===== config.mk =====
export PLATFORM = sky130hd
export DESIGN_NAME = ldm_stm_sequencer_flat
export DESIGN_NICKNAME = d
export VERILOG_FILES = /design/src/rtl/armv4_pkg.sv /design/src/rtl/ldm_stm_sequencer_if.sv /design/src/rtl/reglist_priority_enc.sv /design/src/rtl/ldm_stm_sequencer.sv /design/src/flat_wrapper.sv
export SDC_FILE = /design/constraint.sdc
export NUM_CORES = 1
export LEC_CHECK = 0
export CAP_MARGIN = 20
export CORE_MARGIN = 1
export CORE_UTILIZATION = 53
export CTS_CLUSTER_SIZE = 30
export DETAILED_ROUTE_END_ITERATION = 7
export HOLD_SLACK_MARGIN = 0.12
export PLACE_DENSITY = 0.82
export SLEW_MARGIN = 20
export SYNTH_ARGS = -nofsm -noshare
export SYNTH_HDL_FRONTEND = slang
export SYNTH_SLANG_ARGS = --single-unit

===== constraint.sdc =====
create_clock -name clk -period 8.97 [get_ports clk]
set_input_delay 1.794 -clock clk [delete_from_list [all_inputs] [get_ports clk]]
set_output_delay 1.794 -clock clk [all_outputs]
set_load 0.1 [all_outputs]

===== src/rtl/armv4_pkg.sv =====
// rtl/armv4_pkg.sv - shared types and constants for the LDM/STM sequencer
package armv4_pkg;

  localparam int WORD_BYTES = 4;
  localparam int NUM_REGS   = 16;

  typedef enum logic [2:0] {
    IDLE,
    SETUP,
    XFER,
    LWR,
    WBACK,
    DONE
  } seq_state_t;

endpackage


===== src/rtl/ldm_stm_sequencer_if.sv =====
// rtl/ldm_stm_sequencer_if.sv - command, register-bank and data-memory bus of the sequencer
interface ldm_stm_sequencer_if #(
  parameter int REG_ADDR_W = 4,
  parameter int DATA_W     = 32
);
  import armv4_pkg::*;

  logic                  start;
  logic [NUM_REGS-1:0]   reglist;
  logic [DATA_W-1:0]     base;
  logic [REG_ADDR_W-1:0] base_reg;
  logic                  load;
  logic                  pre;
  logic                  up;
  logic                  writeback;
  logic                  busy;
  logic                  done;

  logic [REG_ADDR_W-1:0] rf_raddr;
  logic [DATA_W-1:0]     rf_rdata;
  logic [REG_ADDR_W-1:0] rf_waddr;
  logic [DATA_W-1:0]     rf_wdata;
  logic                  rf_we;

  logic                  mem_req;
  logic                  mem_we;
  logic [DATA_W-1:0]     mem_addr;
  logic [DATA_W-1:0]     mem_wdata;
  logic                  mem_ack;
  logic [DATA_W-1:0]     mem_rdata;

  modport master (
    input  start, reglist, base, base_reg, load, pre, up, writeback,
    output busy, done,
    output rf_raddr, input rf_rdata, output rf_waddr, rf_wdata, rf_we,
    output mem_req, mem_we, mem_addr, mem_wdata, input mem_ack, mem_rdata
  );

  modport slave (
    output start, reglist, base, base_reg, load, pre, up, writeback,
    input  busy, done,
    input  rf_raddr, output rf_rdata, input rf_waddr, rf_wdata, rf_we,
    input  mem_req, mem_we, mem_addr, mem_wdata, output mem_ack, mem_rdata
  );

endinterface


===== src/rtl/reglist_priority_enc.sv =====
// rtl/reglist_priority_enc.sv - lowest-set-bit index, any flag and popcount of a register list
module reglist_priority_enc
  import armv4_pkg::*;
(
  input  logic [NUM_REGS-1:0] mask,
  output logic [3:0]          idx,
  output logic                any,
  output logic [4:0]          count
);

  always_comb begin
    idx   = '0;
    count = '0;
    for (int i = NUM_REGS - 1; i >= 0; i--) begin
      if (mask[i]) idx = 4'(i);
    end
    for (int i = 0; i < NUM_REGS; i++) begin
      count = count + 5'(mask[i]);
    end
    any = |mask;
  end

endmodule


===== src/rtl/ldm_stm_sequencer.sv =====
// rtl/ldm_stm_sequencer.sv - ARMv4 LDM/STM block transfer sequencer
module ldm_stm_sequencer
  import armv4_pkg::*;
#(
  parameter int REG_ADDR_W = 4,
  parameter int DATA_W     = 32
) (
  input  logic                 clk,
  input  logic                 reset,
  ldm_stm_sequencer_if.master  bus
);

  seq_state_t            state, state_nx;
  logic [NUM_REGS-1:0]   mask_q;
  logic [DATA_W-1:0]     base_q, addr_q, new_base_q, ldata_q;
  logic [REG_ADDR_W-1:0] base_reg_q, cur_q;
  logic                  load_q, pre_q, up_q, wb_q;

  logic [3:0]            enc_idx;
  logic                  enc_any;
  logic [4:0]            enc_cnt;
  logic [NUM_REGS-1:0]   idx_bit;
  logic [DATA_W-1:0]     span, start_addr;
  seq_state_t            after_reg;

  // mask_q holds only the registers not yet started, so the encoder gives n in SETUP
  // and the next register afterwards
  reglist_priority_enc u_enc (
    .mask  (mask_q),
    .idx   (enc_idx),
    .any   (enc_any),
    .count (enc_cnt)
  );

  assign idx_bit   = NUM_REGS'(1) << enc_idx;
  assign span      = DATA_W'({enc_cnt, 2'b00});
  assign after_reg = enc_any ? XFER : (wb_q ? WBACK : DONE);

  always_comb begin
    unique case ({pre_q, up_q})
      2'b01:   start_addr = base_q;
      2'b11:   start_addr = base_q + DATA_W'(WORD_BYTES);
      2'b00:   start_addr = base_q - span + DATA_W'(WORD_BYTES);
      default: start_addr = base_q - span;
    endcase
  end

  always_ff @(posedge clk or posedge reset) begin
    if (reset) state <= IDLE;
    else       state <= state_nx;
  end

  always_comb begin
    state_nx      = state;
    bus.busy      = (state != IDLE);
    bus.done      = 1'b0;
    bus.rf_raddr  = '0;
    bus.rf_waddr  = '0;
    bus.rf_wdata  = '0;
    bus.rf_we     = 1'b0;
    bus.mem_req   = 1'b0;
    bus.mem_we    = 1'b0;
    bus.mem_addr  = '0;
    bus.mem_wdata = '0;
    case (state)
      IDLE:  if (bus.start) state_nx = SETUP;
      SETUP: state_nx = enc_any ? XFER : DONE;
      XFER: begin
        bus.mem_req  = 1'b1;
        bus.mem_we   = !load_q;
        bus.mem_addr = {addr_q[DATA_W-1:2], 2'b00};
        bus.rf_raddr = cur_q;
        if (!load_q) bus.mem_wdata = bus.rf_rdata;
        if (bus.mem_ack) state_nx = load_q ? LWR : after_reg;
      end
      LWR: begin
        bus.rf_we    = 1'b1;
        bus.rf_waddr = cur_q;
        bus.rf_wdata = ldata_q;
        state_nx     = after_reg;
      end
      WBACK: begin
        bus.rf_we    = 1'b1;
        bus.rf_waddr = base_reg_q;
        bus.rf_wdata = new_base_q;
        state_nx     = DONE;
      end
      DONE: begin
        bus.done = 1'b1;
        state_nx = IDLE;
      end
      default: state_nx = IDLE;
    endcase
  end

  always_ff @(posedge clk or posedge reset) begin
    if (reset) begin
      mask_q     <= '0;
      base_q     <= '0;
      addr_q     <= '0;
      new_base_q <= '0;
      ldata_q    <= '0;
      base_reg_q <= '0;
      cur_q      <= '0;
      load_q     <= 1'b0;
      pre_q      <= 1'b0;
      up_q       <= 1'b0;
      wb_q       <= 1'b0;
    end else begin
      case (state)
        IDLE: if (bus.start) begin
          mask_q     <= bus.reglist;
          base_q     <= bus.base;
          base_reg_q <= bus.base_reg;
          load_q     <= bus.load;
          pre_q      <= bus.pre;
          up_q       <= bus.up;
          wb_q       <= bus.writeback;
        end
        SETUP: begin
          addr_q     <= start_addr;
          new_base_q <= up_q ? base_q + span : base_q - span;
          // a loaded base register must keep the loaded value
          wb_q       <= wb_q && !(load_q && mask_q[base_reg_q]);
          if (enc_any) begin
            cur_q  <= REG_ADDR_W'(enc_idx);
            mask_q <= mask_q & ~idx_bit;
          end
        end
        XFER: if (bus.mem_ack) begin
          addr_q <= addr_q + DATA_W'(WORD_BYTES);
          if (load_q) begin
            ldata_q <= bus.mem_rdata;
          end else if (enc_any) begin
            cur_q  <= REG_ADDR_W'(enc_idx);
            mask_q <= mask_q & ~idx_bit;
          end
        end
        LWR: if (enc_any) begin
          cur_q  <= REG_ADDR_W'(enc_idx);
          mask_q <= mask_q & ~idx_bit;
        end
        default: ;
      endcase
    end
  end

endmodule


===== src/flat_wrapper.sv =====
// flat-port wrapper written by rule: the top's interface ports become plain ports
module ldm_stm_sequencer_flat import armv4_pkg::*;
#(
  parameter int REG_ADDR_W = 4,
  parameter int DATA_W     = 32
)
  (clk, reset, bus_start, bus_reglist, bus_base, bus_base_reg, bus_load, bus_pre, bus_up, bus_writeback, bus_busy, bus_done, bus_rf_raddr, bus_rf_rdata, bus_rf_waddr, bus_rf_wdata, bus_rf_we, bus_mem_req, bus_mem_we, bus_mem_addr, bus_mem_wdata, bus_mem_ack, bus_mem_rdata);
  ldm_stm_sequencer_if #(.REG_ADDR_W(REG_ADDR_W), .DATA_W(DATA_W)) bus_i ();
  input  logic clk;
  input  logic reset;
  input wire logic [$bits(bus_i.start)-1:0] bus_start;
  input wire logic [$bits(bus_i.reglist)-1:0] bus_reglist;
  input wire logic [$bits(bus_i.base)-1:0] bus_base;
  input wire logic [$bits(bus_i.base_reg)-1:0] bus_base_reg;
  input wire logic [$bits(bus_i.load)-1:0] bus_load;
  input wire logic [$bits(bus_i.pre)-1:0] bus_pre;
  input wire logic [$bits(bus_i.up)-1:0] bus_up;
  input wire logic [$bits(bus_i.writeback)-1:0] bus_writeback;
  output wire logic [$bits(bus_i.busy)-1:0] bus_busy;
  output wire logic [$bits(bus_i.done)-1:0] bus_done;
  output wire logic [$bits(bus_i.rf_raddr)-1:0] bus_rf_raddr;
  input wire logic [$bits(bus_i.rf_rdata)-1:0] bus_rf_rdata;
  output wire logic [$bits(bus_i.rf_waddr)-1:0] bus_rf_waddr;
  output wire logic [$bits(bus_i.rf_wdata)-1:0] bus_rf_wdata;
  output wire logic [$bits(bus_i.rf_we)-1:0] bus_rf_we;
  output wire logic [$bits(bus_i.mem_req)-1:0] bus_mem_req;
  output wire logic [$bits(bus_i.mem_we)-1:0] bus_mem_we;
  output wire logic [$bits(bus_i.mem_addr)-1:0] bus_mem_addr;
  output wire logic [$bits(bus_i.mem_wdata)-1:0] bus_mem_wdata;
  input wire logic [$bits(bus_i.mem_ack)-1:0] bus_mem_ack;
  input wire logic [$bits(bus_i.mem_rdata)-1:0] bus_mem_rdata;
  assign bus_i.start = bus_start;
  assign bus_i.reglist = bus_reglist;
  assign bus_i.base = bus_base;
  assign bus_i.base_reg = bus_base_reg;
  assign bus_i.load = bus_load;
  assign bus_i.pre = bus_pre;
  assign bus_i.up = bus_up;
  assign bus_i.writeback = bus_writeback;
  assign bus_busy = bus_i.busy;
  assign bus_done = bus_i.done;
  assign bus_rf_raddr = bus_i.rf_raddr;
  assign bus_i.rf_rdata = bus_rf_rdata;
  assign bus_rf_waddr = bus_i.rf_waddr;
  assign bus_rf_wdata = bus_i.rf_wdata;
  assign bus_rf_we = bus_i.rf_we;
  assign bus_mem_req = bus_i.mem_req;
  assign bus_mem_we = bus_i.mem_we;
  assign bus_mem_addr = bus_i.mem_addr;
  assign bus_mem_wdata = bus_i.mem_wdata;
  assign bus_i.mem_ack = bus_mem_ack;
  assign bus_i.mem_rdata = bus_mem_rdata;
  ldm_stm_sequencer #(.REG_ADDR_W(REG_ADDR_W), .DATA_W(DATA_W)) u_core (.clk(clk), .reset(reset), .bus(bus_i));
endmodule

* Word-level counts from Yosys, hierarchy flattened
Cells that the tools add are included.
Word-level totals: input port bits 124, register bits 159, output and inout bits 109
Cells by class: add/sub/neg operators 20, equality and inequality tests 10, multiplexer cells 50, reductions and logical operators 21, shift operators 1, magnitude comparators 1, bitwise operators 2
Operator list (count):
- $mux W32 | 5
- $pmux W32 S2 | 2
- $add A32 B3 Y32 const B | 3
- $pmux W32 S3 | 1
- $mux W4 | 20
- $mux W16 | 4
- $add A5 B1 Y5 | 11
- $pmux W16 S3 | 1
- $add A32 B7 Y32 | 1
- $sub A32 B7 Y32 | 1
- $and A16 B16 Y16 | 1
- $not A16 Y16 | 1
- $pmux W4 S2 | 2
- $reduce_or A16 Y1 | 1
- $shl A1 B4 Y16 const A | 1
- $mux W3 | 5
- $pmux W3 S5 | 1
- $reduce_and A2 Y1 | 4
- $mux W1 | 7
- $eq A3 B2 Y1 const B | 2
- $eq A3 B3 Y1 const B | 2
- $ne A2 B2 Y1 const B | 3
- $reduce_and A3 Y1 | 2
- $reduce_bool A2 Y1 | 3
- other kinds (17) | 21

* Depth between registers and ports, before layout
depth after elaboration 23, depth in mapped cells 24

* By module
Synthesis repeated with hierarchy kept, for this count alone.
Unflattened totals: cell total of the unflattened synthesis 1405, area, all modules 11882.6 sq um
Modules (own cells, without submodules):
- ldm_stm_sequencer | times used 1, cells each 1331, area an instance 11293.3 sq um
- reglist_priority_enc | times used 1, cells each 74, area an instance 589.3 sq um

* Worst setup path after synthesis
No wires, ideal clock.
kind reg2reg, start point register u_core.mask_q[0], end point register u_core.addr_q[29], arrival 6.099 ns, cell stages (with the launch flop) 21, path buffers 1, slack 2.745 ns, path through dfrtp_1 > inv_1 > fa_1 > fa_1 > fa_1 > fa_1 > inv_1 > ha_1 > fa_1 > a21o_1 > and2_1 > ha_1 > clkbuf_1 > a211oi_2 > or4_1 > a222oi_1 > nand3_2 > nor3_4 > nand4b_1 > xor2_1 > a221o_1
Between the ends: cells in the longest elaborated chain, start to end 19
Ends and longest elaborated chain:
- from (decl) | RTL line ldm_stm_sequencer.sv:14 | logic [NUM_REGS-1:0] mask_q;
- from (signal assigned) | RTL line ldm_stm_sequencer.sv:112 | mask_q <= bus.reglist;
- from (signal assigned) | RTL line ldm_stm_sequencer.sv:127 | mask_q <= mask_q & ~idx_bit;
- from (signal assigned) | RTL line ldm_stm_sequencer.sv:136 | mask_q <= mask_q & ~idx_bit;
- $add A1 B1 Y2 * | RTL line reglist_priority_enc.sv:18 | count = count + 5'(mask[i]);
- $add A2 B1 Y3 * | RTL line reglist_priority_enc.sv:18
- $add A3 B1 Y4 * | RTL line reglist_priority_enc.sv:18
- $add A4 B1 Y5 * | RTL line reglist_priority_enc.sv:18
- $add A5 B1 Y5 * (11 in a row) | RTL line reglist_priority_enc.sv:18
- $sub A32 B7 Y32 * | RTL line ldm_stm_sequencer.sv:43, ldm_stm_sequencer.sv:44
- $add A32 B3 Y32 | RTL line ldm_stm_sequencer.sv:43 | 2'b00: start_addr = base_q - span + DATA_W'(WORD_BYTES);
- $pmux W32 S3 * | RTL line ldm_stm_sequencer.sv:40 | unique case ({pre_q, up_q})
- $pmux W32 S2 * | RTL line ldm_stm_sequencer.sv:110 | case (state)
- to (signal assigned) | RTL line ldm_stm_sequencer.sv:121 | addr_q <= start_addr;
- to (signal assigned) | RTL line ldm_stm_sequencer.sv:131 | addr_q <= addr_q + DATA_W'(WORD_BYTES);
- to (decl) | RTL line ldm_stm_sequencer.sv:15 | logic [DATA_W-1:0] base_q, addr_q, new_base_q, ldata_q;
Mark *: on every way between the ends. The rest lies on a longest branch, timed or not. A chain may end at the register's enable or synchronous reset.

* Worst setup path after layout
start point register u_core.mask_q[0], end point register u_core.addr_q[24]
The elaborated chain is that of the path after synthesis.

==> impl_metrics.env <==
export IMPL_number_of_nets_in_the_layout=1709
export IMPL_hold_violations=0
export IMPL_critical_path_max_fanout=8
export IMPL_globalRouteMet2Util_pct=52.1
export IMPL_final_max_slew_violation_count=0
export IMPL_totalNegativeSetupSlack_ns=0
export IMPL_vias_per_cell=6.37
export IMPL_synth_enable_flop_cells=0
export IMPL_die_height_um=151
export IMPL_cts_root_buffer_cell="clkbuf_16"
export IMPL_holdCritPathClass="reg2reg"
export IMPL_slowest_stage="a2111oi_1"
export IMPL_hold_fix_buffer_count_after_cts=0
export IMPL_max_cap_viol_count=0
export IMPL_mappedNetlistArea_um2=11800
export IMPL_die_area_um2=22900
export IMPL_kind_of_cell_adding_the_most_delay_to_the_critical_path="adder cells"
export IMPL_max_freq_mhz=138
export IMPL_clock_tree_from_tritoncts="done"
export IMPL_stage_delay_of_the_slowest_cell_on_the_critical_path_ns=0.87
export IMPL_detailedRoute_firstIterationViolations=1206
export IMPL_fin_worst_skew_ns=0.0120
export IMPL_route_detailed_wl_per_inst_um=21.2
export IMPL_yosys_area_share_adder_pct=4.36
export IMPL_dp_final_hpwl_mm=28.4
export IMPL_dieWidth_um=151
export IMPL_synthTopCellsByArea="dfrtp_1, mux2_2, o21ai_0"
export IMPL_period_minus_slack_ns=7.27
export IMPL_synthFlopType="dfrtp_1"
export IMPL_groute_layer_met3_usage_pct=5.96
export IMPL_grt_antenna_before_repair=0
export IMPL_finalWeightedCongestion=0.975
export IMPL_unrepaired_setup_endpoints_after_global_routing="no"
export IMPL_grt_max_degree=81
export IMPL_yosys_warnings=0
export IMPL_busiest_layer="met2"
export IMPL_first_global_vias=10800
export IMPL_synth_seq_cells=157
export IMPL_boundaryPins=233
export IMPL_status="completed"
export IMPL_grt_pass1_wl_mm=60.4
export IMPL_post_synthesis_mux_area_share_pct=7.94
export IMPL_global_route_usage_over_all_layers_pct=34.6
export IMPL_worstPathBufferInverterCount=2
export IMPL_layout_cells_most_common_list="clkdlybuf4s50_1, dfrtp_1, nand2_1"
export IMPL_clk_pin_slew_ns=0.07
export IMPL_floorplan_initialDensity_pct=54.1
export IMPL_groute_layer_met1_usage_pct=49.6
export IMPL_timing_hold_ws_ns=0.478
export IMPL_cp_start_kind="flip-flop"
export IMPL_drc=0
export IMPL_ant_nets=0
export IMPL_core_area_um2=21800
export IMPL_via_count=11700
export IMPL_synth_avg_cell_area_um2=8.47
export IMPL_ant_diodes=0
export IMPL_crit_arrival_ns=7.58
export IMPL_synth_top_cell_by_area="dfrtp_1"
export IMPL_synth_top_family_by_area="simple AND/OR/NAND/NOR gates"
export IMPL_synth_compound_gate_area_share_pct=20.8
export IMPL_postCtsSetupBuffers=0
export IMPL_ys_types=80
export IMPL_number_of_clock_buffers_inserted_by_tritoncts=17
export IMPL_cp_cell_sequence="inv_1, fa_1, fa_1, fa_1, fa_1, inv_1, ha_1, fa_1, fa_1, or2_1, a21o_1, xnor2_1, a2111oi_1, nand3_1, nor3_1, nand3_1, a221oi_2, o21ai_1"
export IMPL_worstMarginPinSlew_ns=1.20
export IMPL_rows=54
export IMPL_postRouteWirelength_mm=39.1
export IMPL_detailedRoute_firstPassIterationCount=5
export IMPL_slew_headroom_pct=19.7
export IMPL_leading_cell_type_in_the_layout_fill_and_taps_excluded="clkdlybuf4s50_1"
export IMPL_post_route_cells_drive_above_1_share_pct=9.59
export IMPL_clock_insertion_delay_worst_skew_ns=0.44
export IMPL_cts_repair_resize_count=0
export IMPL_crit_path_frequent_cell="fa_1"
export IMPL_areaGrowthSynthToFinish_pct=25.0
export IMPL_syn_inst=1395
export IMPL_cts_sink_count=157
export IMPL_io_buffers=230
export IMPL_asyncSetResetFlopFracSynth_pct=100
export IMPL_timing_worst_setup_path_type="reg2reg"
export IMPL_period_share_pct=81.0
export IMPL_ctsHtreeMaxLevel=4
export IMPL_worstSetupEndpointType="flip-flop"
export IMPL_synth_simple_gate_area_share_pct=22.4
export IMPL_area_share_of_the_leading_cell_type_in_the_synthesized_netlist_pct=33.3
export IMPL_synthXorXnorAreaFrac_pct=6.01
export IMPL_grt_ovfl_total=0
export IMPL_synth_seq_area_share_pct=33.3
export IMPL_setup_viol=0
export IMPL_cts_root_to_sink_buffers=2
export IMPL_worstPathRequired_ns=9.28
-- per-layer routing --
metal / wire length, um / part of all wire [%] / up-vias
li1: - / - / 5364
met1: 16900 / 43 / 5648
met2: 17200 / 44 / 658
met3: 3790 / 9.7 / 79
met4: 1240 / 3.2 / 0
met5: 0 / 0 / -
-- metrics by stage --
stage	utilization, %	instances	setup slack, ns	cell area, um2
after global routing	67.7	1844	1.31	14800
final	67.7	1844	1.70	14800
after CTS	67.7	1844	1.81	14800
after floorplan	-	1396	2.75	11800
after global placement	65.0	1812	2.09	14200
after detailed placement	65.0	1812	1.86	14200
-- cells in the mapped netlist (all sizes together), types with 9 or more instances --
cell type	number
and2	38
buf	11
a22o	37
fa	12
o22ai	17
nand2	130
xor2	25
or4	11
or3	16
a21oi	94
inv	49
nand4	25
ha	22
or2	9
mux2	68
nor3	38
clkbuf	98
o21ai	102
a21o	21
xnor2	56
a31oi	9
nor2	91
a211oi	17
nor4	21
dfrtp	157
o31ai	12
nand2b	10
nand3	46
and3	45
-- layout make-up --
cell class	instances	area, um2
multi-input combinational	1080	7290
fill	1788	7060
sequential	157	3930
timing repair buffer	245	2410
clock buffer	18	439
tap	280	350
inverter	50	193
clock inverter	14	148
-- sequential cells by signal, indices dropped and copies added (netlist names) --
| register | count |
|---|---|
| u_core.pre_q | 1 |
| u_core.base_reg_q | 4 |
| u_core.mask_q | 16 |
| u_core.load_q | 1 |
| u_core.base_q | 32 |
| u_core.new_base_q | 32 |
| u_core.wb_q | 1 |
| u_core.up_q | 1 |
| u_core.ldata_q | 32 |
| u_core.cur_q | 4 |
| u_core.state | 3 |
| u_core.addr_q | 30 |
-- worst reg2reg max path, stage by stage, from the launching register on --
cell	delay (ns)
dfrtp_1	0.46
inv_1	0.14
fa_1	0.59
fa_1	0.46
fa_1	0.48
fa_1	0.50
inv_1	0.05
ha_1	0.21
fa_1	0.55
fa_1	0.48
or2_1	0.29
a21o_1	0.19
xnor2_1	0.22
a2111oi_1	0.87
nand3_1	0.44
nor3_1	0.70
nand3_1	0.20
a221oi_2	0.26
o21ai_1	0.07
-- cell families after synthesis --
kind of cell	count (synthesis)
compound gates	376
fa+ha+maj	34
simple gates	508
flops	157
xor+xnor	81
other cells	1
buf+inv	159
mux	79
-- worst paths after layout --
check	slack (ns)	start	cells past startpoint	endpoint
min in group asynchronous	1.85	reset	2	u_core.ldata_q[0]$_DFFE_PP0P_
max reg2reg	1.70	u_core.mask_q[0]$_DFFE_PP0P_	18	u_core.addr_q[24]$_DFFE_PP0P_
max	1.70	u_core.mask_q[0]$_DFFE_PP0P_	18	u_core.addr_q[24]$_DFFE_PP0P_
min reg2reg	0.48	u_core.base_q[0]$_DFFE_PP0P_	2	u_core.new_base_q[0]$_DFFE_PP0P_
max in group asynchronous	5.59	reset	3	u_core.addr_q[17]$_DFFE_PP0P_
min	0.48	u_core.base_q[0]$_DFFE_PP0P_	2	u_core.new_base_q[0]$_DFFE_PP0P_
Power is left out: the tool's default activity adds up to more than one toggle a clock period on the data nets, which glitch-free logic cannot reach.
